`src/rtl/counter_pkg.sv`:
```
// Shared definitions for the modulo counter and its bench.
//   counter_mode_t : behaviour at the terminal count (wrap around or saturate).
package counter_pkg;

  typedef enum logic [0:0] {
    CNT_WRAP     = 1'b0,
    CNT_SATURATE = 1'b1
  } counter_mode_t;

endpackage

```
`src/rtl/counter_modulo.sv`:
```
// Up/down modulo-N counter with synchronous load, terminal-count detect,
// a one-cycle wrap/limit pulse and a sticky overflow/underflow flag.
//
// Parameters
//   WIDTH  : counter width in bits
//   MODULO : count range 0..MODULO-1, legal 2..2**WIDTH
//   MODE   : CNT_WRAP wraps at the terminal count, CNT_SATURATE holds there
// Ports
//   clk : clock, all state changes on its rising edge
//   rst : synchronous active-high reset (cnt, wrp, ovf -> 0)
//   ena : count enable
//   dir : 0 counts up, 1 counts down
//   ld  : synchronous load of dat (clamped to MODULO-1), beats ena
//   dat : load value
//   cnt : registered count
//   tc  : terminal count for the current dir, combinational
//   wrp : registered one-cycle pulse after an enabled step at terminal count
//   ovf : registered sticky flag, set by a terminal step, cleared by ld/rst
module counter_modulo
  import counter_pkg::*;
#(
  parameter int unsigned   WIDTH  = 4,
  parameter int unsigned   MODULO = 10,
  parameter counter_mode_t MODE   = CNT_WRAP
) (
  input  logic             clk,
  input  logic             rst,
  input  logic             ena,
  input  logic             dir,
  input  logic             ld,
  input  logic [WIDTH-1:0] dat,
  output logic [WIDTH-1:0] cnt,
  output logic             tc,
  output logic             wrp,
  output logic             ovf
);

  // Range check done in 64 bits so MODULO == 2**WIDTH is representable.
  if ((MODULO < 2) || (64'(MODULO) > (64'd1 << WIDTH))) begin : g_bad_modulo
    $fatal(1, "counter_modulo: MODULO=%0d illegal for WIDTH=%0d", MODULO, WIDTH);
  end

  // All compares and arithmetic stay in WIDTH bits; MaxVal always fits.
  localparam logic [WIDTH-1:0] MaxVal = WIDTH'(MODULO - 1);
  localparam logic [WIDTH-1:0] One    = WIDTH'(1);

  logic [WIDTH-1:0] cnt_d;
  logic             wrp_d;
  logic             ovf_d;

  assign tc = dir ? (cnt == '0) : (cnt == MaxVal);

  always_comb begin
    cnt_d = cnt;
    wrp_d = 1'b0;
    ovf_d = ovf;
    if (ld) begin
      cnt_d = (dat > MaxVal) ? MaxVal : dat;
      ovf_d = 1'b0;
    end else if (ena) begin
      if (tc) begin
        wrp_d = 1'b1;
        ovf_d = 1'b1;
        if (MODE == CNT_WRAP) begin
          cnt_d = dir ? MaxVal : '0;
        end
      end else begin
        cnt_d = dir ? (cnt - One) : (cnt + One);
      end
    end
  end

  always_ff @(posedge clk) begin
    if (rst) begin
      cnt <= '0;
      wrp <= 1'b0;
      ovf <= 1'b0;
    end else begin
      cnt <= cnt_d;
      wrp <= wrp_d;
      ovf <= ovf_d;
    end
  end

endmodule
```
`config.mk`:
```
export PLATFORM = sky130hd
export DESIGN_NAME = counter_modulo
export DESIGN_NICKNAME = d
export VERILOG_FILES = /design/src/rtl/counter_pkg.sv /design/src/rtl/counter_modulo.sv
export SDC_FILE = /design/constraint.sdc
export NUM_CORES = 1
export LEC_CHECK = 0
export CAP_MARGIN = 25
export CORE_UTILIZATION = 34
export CTS_CLUSTER_SIZE = 14
export DETAILED_ROUTE_END_ITERATION = 8
export SETUP_SLACK_MARGIN = 0.15
export SYNTH_ARGS = -nofsm -noshare
export SYNTH_HDL_FRONTEND = slang
export SYNTH_SLANG_ARGS = --single-unit
```
`constraint.sdc`:
```
create_clock -name clk -period 3.22 [get_ports clk]
set_input_delay 0.322 -clock clk [delete_from_list [all_inputs] [get_ports clk]]
set_output_delay 0.322 -clock clk [all_outputs]
set_load 0.05 [all_outputs]
```
==> results.py, run 1 <==
metrics = {
    "placed_design": {
        "io_buffers": 15,
        "dpl.hpwl_um": 703,
        "place_area_um2": 589,
        "gp_congestion": 0.716,
        "dp.cells": 77,
    },
    "worst_setup_path": {
        "r2r-end": "cnt[1]",
        "r2r_start": "cnt[0]",
        "cp_common_cell": "clkdlybuf4s50_1",
        "crit_family": "buffers and inverters",
        "critical_path_depth": 4,
        "crit_chain": "clkdlybuf4s50_1 > nor3b_2 > o21a_4 > clkdlybuf4s50_1",
        "cp_slowest_cell": "clkdlybuf4s50_1",
        "crit_fanout": 6,
        "crit_path_max_incr_delay_ns": 0.80,
        "critPathKind": "primary input to output pin",
        "worstSetupEndpointType": "output pin",
        "crit_start": "dir",
        "reg2regPathDepth": 4,
        "start_kind": "primary input",
        "cp.required_ns": 2.90,
        "path_buf_inv": 2,
        "worstSetupEndpoint": "tc",
        "r2r_setup_slack_ns": 1.73,
        "critPathArrivalTime_ns": 2.16,
    },
    "global_route": {
        "grt_max_degree": 12,
        "first_global_vias": 350,
        "grt_first_pass_wirelength_um": 1530,
        "grt_overflow": 0,
        "antenna_found_initial": 0,
        "grt_util_all_layers_pct": 16.7,
    },
    "routing": {
        "ant_nets": 0,
        "drc": 0,
        "wire_per_inst_um": 11.3,
        "vias": 391,
        "totalWireLength_um": 907,
        "firstDrtPassIters": 3,
        "drt_iter0_drc": 2,
        "viasPerCell": 4.89,
    },
    "power": {
        "switchingPower_uw": 100,
        "powerDensity_nw_per_um2": 444,
        "comb_power_share_pct": 39.1,
        "p_sw_share_pct": 37.0,
        "p_clk_share_pct": 28.3,
        "p_leak_nw": 0.258,
        "pwr-share-seq_pct": 32.7,
        "intPower_uw": 171,
        "ir_drop_mv": 0.219,
    },
    "outcome": {
        "outcome": "finished, final reports clean",
    },
    "synth": {
        "yosysTopAreaCell": "dfxtp_1",
        "synth_seq_cells": 6,
        "syn-num-nets": 62,
        "ys_warn_count": 0,
        "synth.area.top_cells": "dfxtp_1 27%, a21oi_1 5.6%, ha_1 5.6%",
        "ys.flop_type": "dfxtp_1",
        "syn_inst": 50,
        "async_reset_ff_share_pct": 0,
        "synth_most_common_cell": "dfxtp_1",
        "synthTopCellsByCount": "6 x dfxtp_1, 5 x a21oi_1, 5 x inv_1, 4 x nor2_1",
        "synth_top_area_share_pct": 27.0,
        "syn_area_um2": 444,
        "syn_area_per_cell_um2": 8.88,
        "ys_types": 25,
        "synth_edf_count": 0,
        "yosysSeqAreaShare_pct": 27.0,
    },
    "floorplan": {
        "start_util_pct": 38.4,
        "die_w_um": 38.1,
        "io_pins": 16,
        "fp-row-count": 12,
        "core_area_um2": 1160,
        "fp.dieH_um": 38.1,
        "die_area_um2": 1460,
    },
    "sta": {
        "clock_skew_ns": 0.00491,
        "timing.final.crit_share_pct": 77.0,
        "hold_ws_ns": 0.507,
        "finalSetupTns_ns": 0,
        "relSlewSlack_pct": 66.6,
        "grt_setup_unrepaired": "no",
        "slew_violations": 0,
        "min_period_ns": 2.48,
        "worstMarginPinSlew_ns": 0.499,
        "hold_viol_final": 0,
        "setup_viol": 0,
        "max_clock_freq_ghz": 0.404,
    },
    "run": {
        "cap_violations": 0,
    },
    "clocking": {
        "post_cts_resize_count": 0,
        "cts_buffers": 3,
        "cts_setup_buffers": 0,
        "tritoncts": "built",
        "clock-sinks": 6,
        "cts-root-buf": "clkbuf_4",
        "ctsHoldBuffers": 0,
        "clk_latency_ns": 0.26,
        "clockBufferDepth": 2,
        "clk_pin_slew_ns": 0.05,
        "htreeDepth": 1,
    },
    "worst_hold_path": {
        "hp-class": "flop to flop",
        "worstHoldStart": "ovf",
    },
    "finish": {
        "nets": 80,
        "area_growth_pct": 37.7,
        "finalNonFillerCells": 80,
        "fill_cells": 125,
        "drive_gt1_share_pct": 12.1,
        "diodes": 0,
        "design_area_um2": 612,
    },
}
==> final cells by class <==
cell class	count	area [µm²]	share of cell area, %
clock buffer	3	22.5	3.68
inverter	5	18.8	3.07
multi-input combinational	37	283	46.2
sequential	6	120	19.6
tap	14	17.5	2.86
timing repair buffer	15	150	24.5
==> worst min-delay path: stages, from the launching register on <==
cell     delay (ns)
dfxtp_1        0.30
a21oi_1        0.11
nor3_1         0.05
==> cells by family (layout without fill, tap and decap cells) <==
kind of cell	Yosys count	after routing	synth area share, %
mux	1	1	2.25
buf+inv	7	23	9.30
xor+xnor	4	4	7.89
fa+ha+maj	3	3	10.1
simple gates	15	15	21.7
compound gates	14	14	21.7
flops	6	6	27.0
==> per-layer routing <==
layer	up-vias	track usage, %	wire length, µm
met5	-	0	0
met4	0	5.36	11
met3	3	10.5	63
met2	13	25.8	428
met1	169	18.6	404
li1	206	-	-
==> power by group through the flow <==
stage          Sequential, mW  Clock [mW]  Combinational [mW]
2_1_floorplan           0.110           0              0.0548
3_3_place_gp           0.0903           0               0.107
3_5_place_dp           0.0905           0               0.107
4_1_cts                0.0888      0.0815               0.108
5_1_grt                0.0899      0.0855               0.116
6_report               0.0887      0.0768               0.106
==> layout by cell type, fill, tap and decap left out, drive strengths merged, types with 2 or more instances in the layout <==
| cell | count |
|---|---|
| clkdlybuf4s50 | 15 |
| nor2 | 4 |
| dfxtp | 6 |
| nor3 | 2 |
| nand2b | 2 |
| o21ai | 2 |
| nand2 | 2 |
| ha | 2 |
| o21a | 2 |
| a21o | 2 |
| clkbuf | 3 |
| inv | 5 |
| xor2 | 2 |
| a21oi | 5 |
| xnor2 | 2 |
| nor3b | 2 |
==> state kept, by name (all words and copies together), names as in the netlist <==
name and cells:
ovf 1, cnt 4, wrp 1
==> stage by stage <==
step	util [%]	setup WS (ns)	power, mW
floorplan	-	1.45	0.165
global placement	51.0	0.766	0.197
detailed placement	51.0	0.730	0.198
CTS	52.9	0.723	0.278
global route	52.9	0.634	0.292
finish	52.9	0.742	0.272
==> worst min-delay path by stage <==
stage / endpoint / slack, ns / cells past startpoint
after detailed placement: ovf / 0.50 / 2
after CTS: ovf / 0.51 / 2
after global routing: ovf / 0.53 / 2
after global placement: ovf / 0.53 / 2
final: ovf / 0.51 / 2
after floorplan: cnt[0] / 0.39 / 1
Note: power is estimated with default switching activity, not from simulation.
==> inputs of run 2 (changes only) <==
- clock period: 3.22 -> 2.29 ns (I/O delays scaled with it)
==> run 2 against run 1 <==
Design area increased by 1.6%. Non-clock buffer count did not move. Setup slack worse by 0.23 ns. Clock-buffer cell count is the same. Clock power is 34% higher. Routed wire length up 1.2%. Clock skew down 0.0026 ns. Critical endpoint is now cnt[0]. Largest power group unchanged.
==> results.py, run 2 (same netlist as run 1, synthesis figures left out) <==
metrics = {
    "outcome": {
        "outcome": "finished, final reports clean",
    },
    "global_route": {
        "grt_util_all_layers_pct": 15.7,
        "grt_overflow": 0,
        "grt_first_pass_wirelength_um": 1560,
        "antenna_found_initial": 0,
        "first_global_vias": 344,
        "grt_max_degree": 12,
    },
    "worst_setup_path": {
        "r2r_setup_slack_ns": 0.78,
        "worstSetupEndpointType": "output pin",
        "r2r_start": "cnt[0]",
        "crit_family": "buffers and inverters",
        "crit_path_max_incr_delay_ns": 0.85,
        "start_kind": "flop",
        "cp.required_ns": 2.06,
        "cp_slowest_cell": "clkdlybuf4s50_1",
        "crit_chain": "clkdlybuf4s50_1",
        "critPathArrivalTime_ns": 1.55,
        "crit_fanout": 6,
        "critPathKind": "flop to output pin",
        "crit_start": "cnt[0]",
        "path_buf_inv": 1,
    },
    "placed_design": {
        "io_buffers": 15,
        "dpl.hpwl_um": 688,
        "gp_congestion": 0.659,
        "place_area_um2": 599,
    },
    "finish": {
        "diodes": 0,
        "regMostFlops": "cnt",
        "biggestRegsByFlops": "cnt (4), ovf (1), wrp (1)",
        "largest_register_ffs": 4,
        "final_cell_mix": "14 x clkdlybuf4s50_1, 6 x dfxtp_1, 5 x inv_1, 5 x a21oi_1, 4 x nor2_1",
        "area_growth_pct": 40.0,
        "final_common_cell": "clkdlybuf4s50_1",
        "design_area_um2": 622,
        "nets": 80,
        "drive_gt1_share_pct": 13.6,
    },
    "power": {
        "powerDensity_nw_per_um2": 617,
        "ir_drop_mv": 0.268,
        "p_leak_nw": 0.263,
    },
    "clocking": {
        "ctsHoldBuffers": 0,
        "clockBufferDepth": 2,
        "clock-sinks": 6,
        "cts_buffers": 3,
        "cts-root-buf": "clkbuf_4",
        "clk_pin_slew_ns": 0.05,
        "tritoncts": "built",
        "cts_setup_buffers": 0,
        "post_cts_resize_count": 0,
        "clk_latency_ns": 0.25,
        "htreeDepth": 1,
    },
    "sta": {
        "timing.final.crit_share_pct": 77.5,
        "finalSetupTns_ns": 0,
        "clock_skew_ns": 0.00228,
        "grt_setup_unrepaired": "no",
        "worstMarginPinSlew_ns": 0.491,
        "slew_violations": 0,
        "relSlewSlack_pct": 67.1,
        "max_clock_freq_ghz": 0.563,
        "hold_viol_final": 0,
        "min_period_ns": 1.78,
        "setup_viol": 0,
    },
    "floorplan": {
        "start_util_pct": 38.4,
        "fp-row-count": 12,
        "core_area_um2": 1160,
        "fp.dieH_um": 38.1,
        "die_area_um2": 1460,
        "die_w_um": 38.1,
        "io_pins": 16,
    },
    "routing": {
        "drt_iter0_drc": 3,
        "wire_per_inst_um": 11.5,
        "ant_nets": 0,
        "vias": 387,
        "viasPerCell": 4.84,
        "firstDrtPassIters": 2,
        "totalWireLength_um": 918,
        "drc": 0,
    },
    "worst_hold_path": {
        "worstHoldStart": "ovf",
        "hp-class": "flop to flop",
    },
    "run": {
        "cap_violations": 0,
    },
}
[run 2: routing by layer]
layer	up-vias	share of wire (%)	track usage, %
met5	-	0	0
met4	0	1.1	5.36
met3	2	4.9	5.23
met2	12	40	21.2
met1	169	54	22.9
li1	204	-	-
[run 2: where the power goes]
group | switching (mW) | leakage (nW) | internal (mW)
registers | 0.0115 | 0.0495 | 0.113
logic | 0.0842 | 0.199 | 0.0721
clock network | 0.0431 | 0.0138 | 0.0596
total | 0.139 | 0.263 | 0.245
[run 2: stage by stage]
step                      power (mW)  instances  hold slack, ns  worst slack [ns]  util (%)
final                          0.384         80           0.511             0.514      53.8
after global routing           0.408         80           0.547             0.445      53.8
after CTS                      0.389         80           0.512             0.508      53.8
after detailed placement       0.284         77           0.501             0.382      51.8
after global placement         0.283         77           0.502             0.396      51.8
after floorplan                0.232         50           0.301             0.515         -
[run 2: cell type report]
type                       instances  area, µm²
clock buffer                       3       22.5
fill                             108        534
inverter                           5       18.8
multi-input combinational         37        283
sequential                         6        120
tap                               14       17.5
timing repair buffer              15        160
[run 2: final timing paths]
path,to,depth (start not counted)
setup / recovery,cnt[0],1
hold / removal,ovf,2
setup reg to reg,cnt[2],6
hold reg to reg,ovf,2
